### src/rtl/param_counter.sv
// Parametrised up/down counter with modulo limit, synchronous clear/load and
// selectable terminal behaviour (wrap, saturate, one-shot). All outputs registered.
module param_counter #(
    parameter int unsigned WIDTH     = 8,
    parameter int unsigned MAX_VAL   = (2 ** WIDTH) - 1,
    parameter int unsigned RESET_VAL = 0
) (
    input  logic             clk,
    input  logic             reset,
    input  logic             en,
    input  logic             clear,
    input  logic             load,
    input  logic [WIDTH-1:0] load_data,
    input  logic             up_dn,
    input  logic [1:0]       mode,
    output logic [WIDTH-1:0] out_data,
    output logic             tc,
    output logic             done
);

    typedef enum logic [1:0] {
        ModeWrap    = 2'b00,
        ModeSat     = 2'b01,
        ModeOneShot = 2'b10,
        ModeWrapAlt = 2'b11
    } mode_e;

    localparam logic [WIDTH-1:0] MaxV = WIDTH'(MAX_VAL);
    localparam logic [WIDTH-1:0] RstV = WIDTH'(RESET_VAL);

    logic [WIDTH-1:0] count_q, count_d;
    logic             tc_q, tc_d;
    logic             done_q, done_d;
    logic [WIDTH-1:0] load_clamped;
    logic             at_term;

    assign load_clamped = (load_data > MaxV) ? MaxV : load_data;
    assign at_term      = up_dn ? (count_q == MaxV) : (count_q == '0);

    always_comb begin
        count_d = count_q;
        tc_d    = 1'b0;
        done_d  = done_q;
        if (clear) begin
            count_d = RstV;
            done_d  = 1'b0;
        end else if (load) begin
            count_d = load_clamped;
            done_d  = 1'b0;
        end else if (en && !done_q) begin
            if (!at_term) begin
                count_d = up_dn ? count_q + 1'b1 : count_q - 1'b1;
            end else begin
                // Terminal step: explicit wrap keeps the count inside 0..MAX_VAL
                case (mode_e'(mode))
                    ModeSat: begin
                        tc_d = 1'b1;
                    end
                    ModeOneShot: begin
                        tc_d   = 1'b1;
                        done_d = 1'b1;
                    end
                    default: begin
                        count_d = up_dn ? '0 : MaxV;
                        tc_d    = 1'b1;
                    end
                endcase
            end
        end
    end

    always_ff @(posedge clk or posedge reset) begin
        if (reset) begin
            count_q <= RstV;
            tc_q    <= 1'b0;
            done_q  <= 1'b0;
        end else begin
            count_q <= count_d;
            tc_q    <= tc_d;
            done_q  <= done_d;
        end
    end

    assign out_data = count_q;
    assign tc       = tc_q;
    assign done     = done_q;

endmodule

### config.mk
export PLATFORM = sky130hd
export DESIGN_NAME = param_counter
export DESIGN_NICKNAME = d
export VERILOG_FILES = /design/src/rtl/param_counter.sv
export SDC_FILE = /design/constraint.sdc
export NUM_CORES = 1
export LEC_CHECK = 0
export CELL_PAD_IN_SITES_DETAIL_PLACEMENT = 1
export CELL_PAD_IN_SITES_GLOBAL_PLACEMENT = 2
export CORE_UTILIZATION = 28
export CTS_CLUSTER_SIZE = 14
export DETAILED_ROUTE_END_ITERATION = 8
export GPL_TIMING_DRIVEN = 0
export PLACE_DENSITY_LB_ADDON = 0.12
export SLEW_MARGIN = 20
export SYNTH_ARGS = -nofsm -noshare
export SYNTH_HDL_FRONTEND = slang
export SYNTH_SLANG_ARGS = --single-unit
export TNS_END_PERCENT = 20
### constraint.sdc
create_clock -name clk -period 2.9 [get_ports clk]
set_input_delay 0.58 -clock clk [delete_from_list [all_inputs] [get_ports clk]]
set_output_delay 0.58 -clock clk [all_outputs]
set_load 0.01 [all_outputs]
== After elaboration in Yosys (flattened, before gate mapping) ==
Index checks and enable logic that the tools add are counted.
Widths: inputs -> output; s select.

* Add/sub/neg operators: 2
* Multipliers: 0
* Div/mod/pow operators: 0
* Magnitude comparators: 1
* Equal/unequal tests: 4
* Shift operators: 0
* Muxes and demuxes: 18
* Bitwise gates (word level): 0
* Reduce and logical (&&, ||, !) cells: 9

{| class="wikitable"
|+ Operator list
! cell !! count
|-
| $mux 8 || 8
|-
| $mux 1 || 10
|-
| $reduce_bool 3->1 || 3
|-
| $add 8x1->8 const B || 1
|-
| $eq 8x8->1 const B || 1
|-
| $gt 8x8->1 const B || 1
|-
| $logic_not 8->1 || 1
|-
| $sub 8x1->8 const B || 1
|-
| $ne 4x4->1 const B || 1
|-
| $reduce_and 3->1 || 1
|-
| $eq 2x1->1 const B || 1
|-
| $eq 2x2->1 const B || 1
|-
| $reduce_and 2->1 || 1
|-
| $reduce_or 2->1 || 1
|-
| $logic_and 1x1->1 || 1
|-
| $logic_not 1->1 || 1
|}

* Flip-flop bits (word level): 10
* Bits in latches: 0
* Memory bits (writable): 0
* Bits in read-only memories: 0
* Input bits: 16
* Logic and storage cells: 37
* Memories: 0

== Depth between registers and ports, before layout ==
Gate-level depths: netlist of run 1.

* Depth in word-level cells: 7
* Gate-level depth with buffers: 8

== Worst setup path after synthesis of run 1 ==
No wires, ideal clock.

* Path type: input to register
* From: in up_dn
* To: reg count_q[6] (netlist: out_data[6])
* Library setup time: 0.066 ns
* Arrival time: 2.039 ns
* Slack: 0.795 ns
* Stages: 7
* Path through: fa_1 -> nand2b_1 -> a21oi_1 -> o21ai_0 -> nor3b_1 -> or4_1 -> nand2_1

* Cells in the longest elaborated chain, start to end: 6
* Elaborated cells between the ends (all ways): 10

{| class="wikitable"
|+ RTL lines
! element !! RTL line !! RTL
|-
| start: declaration || 14 || <nowiki>input logic up_dn,</nowiki>
|-
| $mux 8 || 64 || <nowiki>count_d = up_dn ? '0 : MaxV;</nowiki>
|-
| $mux 8 || 55 || <nowiki>case (mode_e'(mode))</nowiki>
|-
| $mux 8 || 51 || <nowiki>if (!at_term) begin</nowiki>
|-
| $mux 8 || 50 || <nowiki>end else if (en && !done_q) begin</nowiki>
|-
| $mux 8 || 47 || <nowiki>end else if (load) begin</nowiki>
|-
| $mux 8 || 44 || <nowiki>if (clear) begin</nowiki>
|-
| end signal: assignment || 74 || <nowiki>count_q <= RstV;</nowiki>
|-
| end signal: assignment || 78 || <nowiki>count_q <= count_d;</nowiki>
|-
| end: declaration || 31 || <nowiki>logic [WIDTH-1:0] count_q, count_d;</nowiki>
|}

Parallel ways exist; a longest one is shown, timed or not. The select of a mux whose other input is x is not followed.
A chain may end at the register's enable or synchronous reset.

== Worst setup path in the final report of run 1 ==
Same ends and word-level chain as after synthesis.

==> results of run 1 <==
[worst reg2reg max path, cell delays in order, from the launching register on]
cell	delay, ps
dfrtp_1	460
inv_1	120
fa_1	420
nand2b_1	180
a21oi_1	240
o21ai_0	150
nor3b_1	150
or4_1	460
nand2_1	90
[report_power, final]
part	internal (W)	switching [W]
clock	0.0000763	0.0000565
sequential	0.000153	0.0000238
combinational	0.000109	0.000105
total	0.000338	0.000185
[state kept, by name, indices dropped and copies added, names as in the netlist]
register  flops
done          1
tc            1
out_data      8
[layer usage]
layer | vias to the layer above | wire length (um) | GRT usage (%)
met4 | 0 | 21 | 3.74
met2 | 23 | 1250 | 30.4
met3 | 4 | 100 | 4.91
met5 | - | 0 | 0
li1 | 452 | - | -
met1 | 431 | 1240 | 21.8
[layout make-up]
class	count	area (sq um)
repair buffers	25	253
well taps	42	52.6
flip-flops and latches	10	250
inverters	8	30.0
plain buffers	2	17.5
fillers	364	1660
multi-input cells	86	582
clock buffers	4	36.3
[cell usage in the layout, fill, tap and decap left out, types with 2 or more instances in the layout]
cell,count
a211oi_1,5
a21o_1,2
a21oi_1,7
a221oi_1,2
a22oi_1,2
clkbuf_4,3
clkbuf_8,2
clkdlybuf4s50_1,24
dfrtp_1,10
ha_1,7
inv_1,8
nand2_1,9
nand2b_1,2
nand3_1,2
nor2_1,6
nor3_1,4
nor4_1,3
o21ai_0,11
or4_1,2
xor2_1,3
[per-stage QoR]
stage	utilization [%]	setup WS [ps]	hold slack (ps)
floorplan	-	795	420
global placement	41.1	-83.1	512
detailed placement	41.1	-117	525
CTS	42.4	156	547
global route	42.5	279	562
finish	42.5	499	539
[worst max-delay path by stage]
| stage | start | to | slack [ps] | cells after the start |
|---|---|---|---|---|
| after detailed placement | up_dn | out_data[6] | -120 | 9 |
| after CTS | up_dn | out_data[6] | 160 | 9 |
| after global routing | up_dn | out_data[6] | 280 | 9 |
| after global placement | up_dn | out_data[7] | -80 | 9 |
| final | up_dn | out_data[6] | 500 | 9 |
| after floorplan | up_dn | out_data[6] | 790 | 7 |
[logic make-up after synthesis]
kind of cell    count (synthesis)  synth area share (%)
buf+inv                        10                  5.40
simple gates                   38                  23.9
fa+ha+maj                       8                  12.2
flops                          10                  28.4
xor+xnor                        4                  3.98
compound gates                 36                  26.0
[repair_timing]
action,4_1_cts,5_1_grt
resized for setup,0,1
buffers inserted,0,0
hold buffers,0,0
endpoints found under the setup margin,0,1
==> results.sh, run 1 <==
export IMPL_cpMostUsedCell="o21ai_0"
export IMPL_finalSetupViolations=0
export IMPL_slowest_delay_ps=460
export IMPL_avgSynthCellArea_sq_um=8.30
export IMPL_min_from="done"
export IMPL_die_y_um=58.1
export IMPL_wl_um=2610
export IMPL_placed_area_sq_mm=0.00118
export IMPL_num_rows=19
export IMPL_final_max_slew_viol_count=0
export IMPL_drv_cap=0
export IMPL_critical_path_startpoint_type="input port"
export IMPL_worst_slew_pin_slew_ps=487
export IMPL_synthTopCellsByCount="o21ai_0 (11), dfrtp_1 (10), nand2_1 (9), inv_1 (8)"
export IMPL_synth_top_area_cell="dfrtp_1"
export IMPL_p_leak_nw=0.525
export IMPL_rr_endpoint="out_data[6]"
export IMPL_synthFlopType="dfrtp_1"
export IMPL_numCtsBuffers=3
export IMPL_overflow=0
export IMPL_clockBufferDepth=2
export IMPL_grt_pass1_vias=921
export IMPL_status="finished with violations"
export IMPL_hold_path_class="flop to flop"
export IMPL_critPathSlowestCell="or4_1"
export IMPL_drt_iter0_markers=15
export IMPL_final_layout_size_suffix_gt1_share_pct=8.15
export IMPL_grt_pass1_wl_um=4430
export IMPL_dp_cells=173
export IMPL_worstPathArrival_ps=2610
export IMPL_cp_end_kind="flop"
export IMPL_final_cells=177
export IMPL_first_pass_iters=5
export IMPL_synth_edf_count=0
export IMPL_htree_levels=1
export IMPL_critical_path_top_delay_family="simple AND/OR/NAND/NOR gates"
export IMPL_die_width_um=58.1
export IMPL_power_w=0.000523
export IMPL_cts_sinks=10
export IMPL_fmax_mhz=417
export IMPL_violations="design-rule violations"
export IMPL_synthMostInstantiatedCell="o21ai_0"
export IMPL_rsz0062_at_grt="no"
export IMPL_design_area_sq_mm=0.00122
export IMPL_ioPinCount=26
export IMPL_critical_path_buf_inv_count=2
export IMPL_die_area_sq_mm=0.00337
export IMPL_reg2reg_depth=8
export IMPL_path_cells="dlymetal6s2s_1 > inv_1 > ha_1 > o21ai_0 > a21oi_1 > o21ai_0 > nor3b_1 > or4_1 > nand2_1"
export IMPL_ys_seq_elements=10
export IMPL_synth_nets=130
export IMPL_dpl_hpwl_um=2060
export IMPL_yosys_area_top_type_share_pct=28.4
export IMPL_drc=2
export IMPL_r2r_slack_ps=570
export IMPL_synth_async_sr_flop_share_pct=100
export IMPL_diodes=0
export IMPL_min_period_ps=2400
export IMPL_hold_viol_final=0
export IMPL_r2r_start="out_data[0]"
export IMPL_relSlewSlack_pct=67.4
export IMPL_cts_tree="built"
export IMPL_min_delay_path_depth=1
export IMPL_synth_cell_type_count=38
export IMPL_fin_skew_ps=1.21
export IMPL_post_route_period_util_pct=82.8
export IMPL_antenna_found_initial=0
export IMPL_grt_max_degree=11
export IMPL_routed_via_density=5.14
export IMPL_cp_max_fo=6
export IMPL_criticalPathCategory="input port to flop"
export IMPL_netlist_instances=106
export IMPL_dr_total_vias=910
export IMPL_crit_required_ps=3110
export IMPL_core_sq_mm=0.00288
export IMPL_hold_end="done"
export IMPL_clk_latency_ps=270
export IMPL_powerDensity_mw_per_mm2=429
export IMPL_netlist_area_sq_um=880
export IMPL_fin_setup_tns_ps=0
export IMPL_synth_top_cells_by_area="dfrtp_1 (28%), ha_1 (10%), o21ai_0 (6.3%)"
export IMPL_grt_usage_pct=17.6
export IMPL_ir_worst_vdd_mv=0.241
export IMPL_postRouteAntennaNets=0
export IMPL_nNetsFinal=160
export IMPL_yosysWarnings=0
export IMPL_start_util_pct=30.6
export IMPL_ys_seq_area_share_pct=28.4
export IMPL_port_buffers=25
export IMPL_cts_root_buffer_cell="clkbuf_4"
export IMPL_place_congestion=0.746
export IMPL_routedWlPerCell_um=14.8
export IMPL_clk_pin_slew_ps=70
export IMPL_area_growth_pct=38.8
(Power assumes the default switching activity.)
==> run 2, diff against run 1 <==
- CORE_UTILIZATION: 28 -> 24
- clock period: 2.9 -> 2.2 ns (I/O delays scaled with it)
==> results.sh, run 2 (synthesis gave the netlist of run 1 again) <==
export IMPL_place_congestion=0.716
export IMPL_largest_reg_flops=8
export IMPL_die_y_um=62.5
export IMPL_die_width_um=62.5
export IMPL_wl_um=2740
export IMPL_numCtsBuffers=3
export IMPL_hold_path_class="input port to asynchronous set/reset pin"
export IMPL_diodes=0
export IMPL_path_cells="inv_1 > fa_2 > nand2b_1 > a21oi_1 > o21ai_0 > nor3b_1 > or4_1 > nand2_1"
export IMPL_hold_viol_final=0
export IMPL_sw_frac_of_total_pct=35.6
export IMPL_multi_input_area_sq_um=596
export IMPL_overflow=0
export IMPL_port_buffers=25
export IMPL_cp_max_fo=6
export IMPL_core_sq_mm=0.00342
export IMPL_drv_cap=0
export IMPL_crit_required_ps=2410
export IMPL_timing_hold_ws_ps=447
export IMPL_ir_worst_vdd_mv=0.301
export IMPL_routedWlPerCell_um=15.0
export IMPL_criticalPathCategory="flop to flop"
export IMPL_clk_latency_ps=280
export IMPL_critical_path_startpoint_type="flop"
export IMPL_fillers=414
export IMPL_cts_tree="built"
export IMPL_nNetsFinal=161
export IMPL_rsz0062_at_grt="no"
export IMPL_grt_max_degree=11
export IMPL_worstPathArrival_ps=2270
export IMPL_status="finished, final reports clean"
export IMPL_critical_path_buf_inv_count=1
export IMPL_clockBufferDepth=2
export IMPL_critical_path_top_delay_family="simple AND/OR/NAND/NOR gates"
export IMPL_cp_end_kind="flop"
export IMPL_drt_iter0_markers=21
export IMPL_grt_usage_pct=15.3
export IMPL_start_util_pct=25.8
export IMPL_clkPwrFrac_pct=25.1
export IMPL_finalSetupViolations=0
export IMPL_antenna_found_initial=0
export IMPL_postRouteAntennaNets=0
export IMPL_grt_pass1_wl_um=4710
export IMPL_cts_hold_buffers_added=0
export IMPL_critPathSlowestCell="or4_1"
export IMPL_powerDensity_mw_per_mm2=565
export IMPL_htree_levels=1
export IMPL_p_switching_w=0.000250
export IMPL_die_area_sq_mm=0.00391
export IMPL_ioPinCount=26
export IMPL_dr_total_vias=908
export IMPL_p_int_w=0.000453
export IMPL_dpl_hpwl_um=2180
export IMPL_final_max_slew_viol_count=0
export IMPL_drc=0
export IMPL_fmax_mhz=486
export IMPL_final_common_cell="clkdlybuf4s50_1"
export IMPL_worst_slew_pin_slew_ps=538
export IMPL_power_w=0.000702
export IMPL_power_frac_comb_pct=41.9
export IMPL_routed_via_density=4.99
export IMPL_grt_pass1_vias=973
export IMPL_post_route_period_util_pct=93.6
export IMPL_final_layout_size_suffix_gt1_share_pct=14.0
export IMPL_min_period_ps=2060
export IMPL_first_pass_iters=4
export IMPL_cts_root_buffer_cell="clkbuf_4"
export IMPL_num_rows=21
export IMPL_area_growth_pct=41.3
export IMPL_final_cell_mix="clkdlybuf4s50_1 (24), o21ai_0 (11), nand2_1 (9), dfrtp_1 (8)"
export IMPL_cts_sinks=10
export IMPL_slowest_delay_ps=470
export IMPL_seq_area_sq_um=253
export IMPL_fin_skew_ps=3.95
export IMPL_p_leak_nw=0.519
export IMPL_power_frac_seq_pct=33.0
export IMPL_clk_pin_slew_ps=80
export IMPL_relSlewSlack_pct=63.9
-- run 2: per-layer routing --
| metal | vias up | track usage (%) | part of all wire, % |
|---|---|---|---|
| li1 | 452 | - | - |
| met1 | 434 | 18.7 | 47 |
| met2 | 20 | 26.9 | 49 |
| met3 | 2 | 3.65 | 3.5 |
| met4 | 0 | 3.49 | 0.47 |
| met5 | - | 0 | 0 |
-- run 2: through the flow --
| stage | cell area [sq um] | utilization (%) | setup WS [ps] | setup TNS (ps) | std cells |
|---|---|---|---|---|---|
| finish | 1240 | 36.4 | 141 | 0 | 182 |
| global route | 1240 | 36.4 | 4.85 | 0 | 182 |
| CTS | 1250 | 36.5 | 24.8 | 0 | 182 |
| detailed placement | 1190 | 34.8 | -726 | -3510 | 177 |
| global placement | 1190 | 34.8 | -711 | -3490 | 177 |
| floorplan | 880 | - | 158 | 0 | 106 |
-- run 2: area by class of cell --
type / count / share of cell area (%)
multi-input combinational: 86 / 47.9
clock buffer: 4 / 2.92
inverter: 8 / 2.42
sequential: 10 / 20.3
tap: 46 / 4.63
timing repair buffer: 26 / 20.3
buffer: 2 / 1.41
-- run 2: final timing paths --
| kind | to | startpoint | slack (ps) | cells after the start |
|---|---|---|---|---|
| worst min register to register | done | done | 540 | 1 |
| max in group asynchronous | out_data[0] | reset | 1440 | 2 |
| worst min-delay path | out_data[2] | reset | 450 | 2 |
| worst max register to register | out_data[6] | out_data[1] | 140 | 8 |
| worst max-delay path | out_data[6] | out_data[1] | 140 | 8 |
| min in group clk | done | done | 540 | 1 |
-- run 2: repair_timing --
action	4_1_cts	5_1_grt
gates resized for setup	7	2
setup endpoints to repair	5	2
setup buffers	1	0
-- run 2: power groups by stage --
stage | Clock [W] | Sequential, W | Combinational, W
detailed placement | 0 | 0.000239 | 0.000286
global route | 0.000190 | 0.000236 | 0.000333
CTS | 0.000183 | 0.000233 | 0.000301
finish | 0.000176 | 0.000232 | 0.000294
global placement | 0 | 0.000240 | 0.000280
floorplan | 0 | 0.000236 | 0.000165
-- run 2: worst reg2reg max path: cells and delay by family, from the launching register on --
family / cells / cell delay (ps)
fa+ha+maj: 1 / 350
simple gates: 4 / 870
flops: 1 / 420
buf+inv: 1 / 70
compound gates: 2 / 290
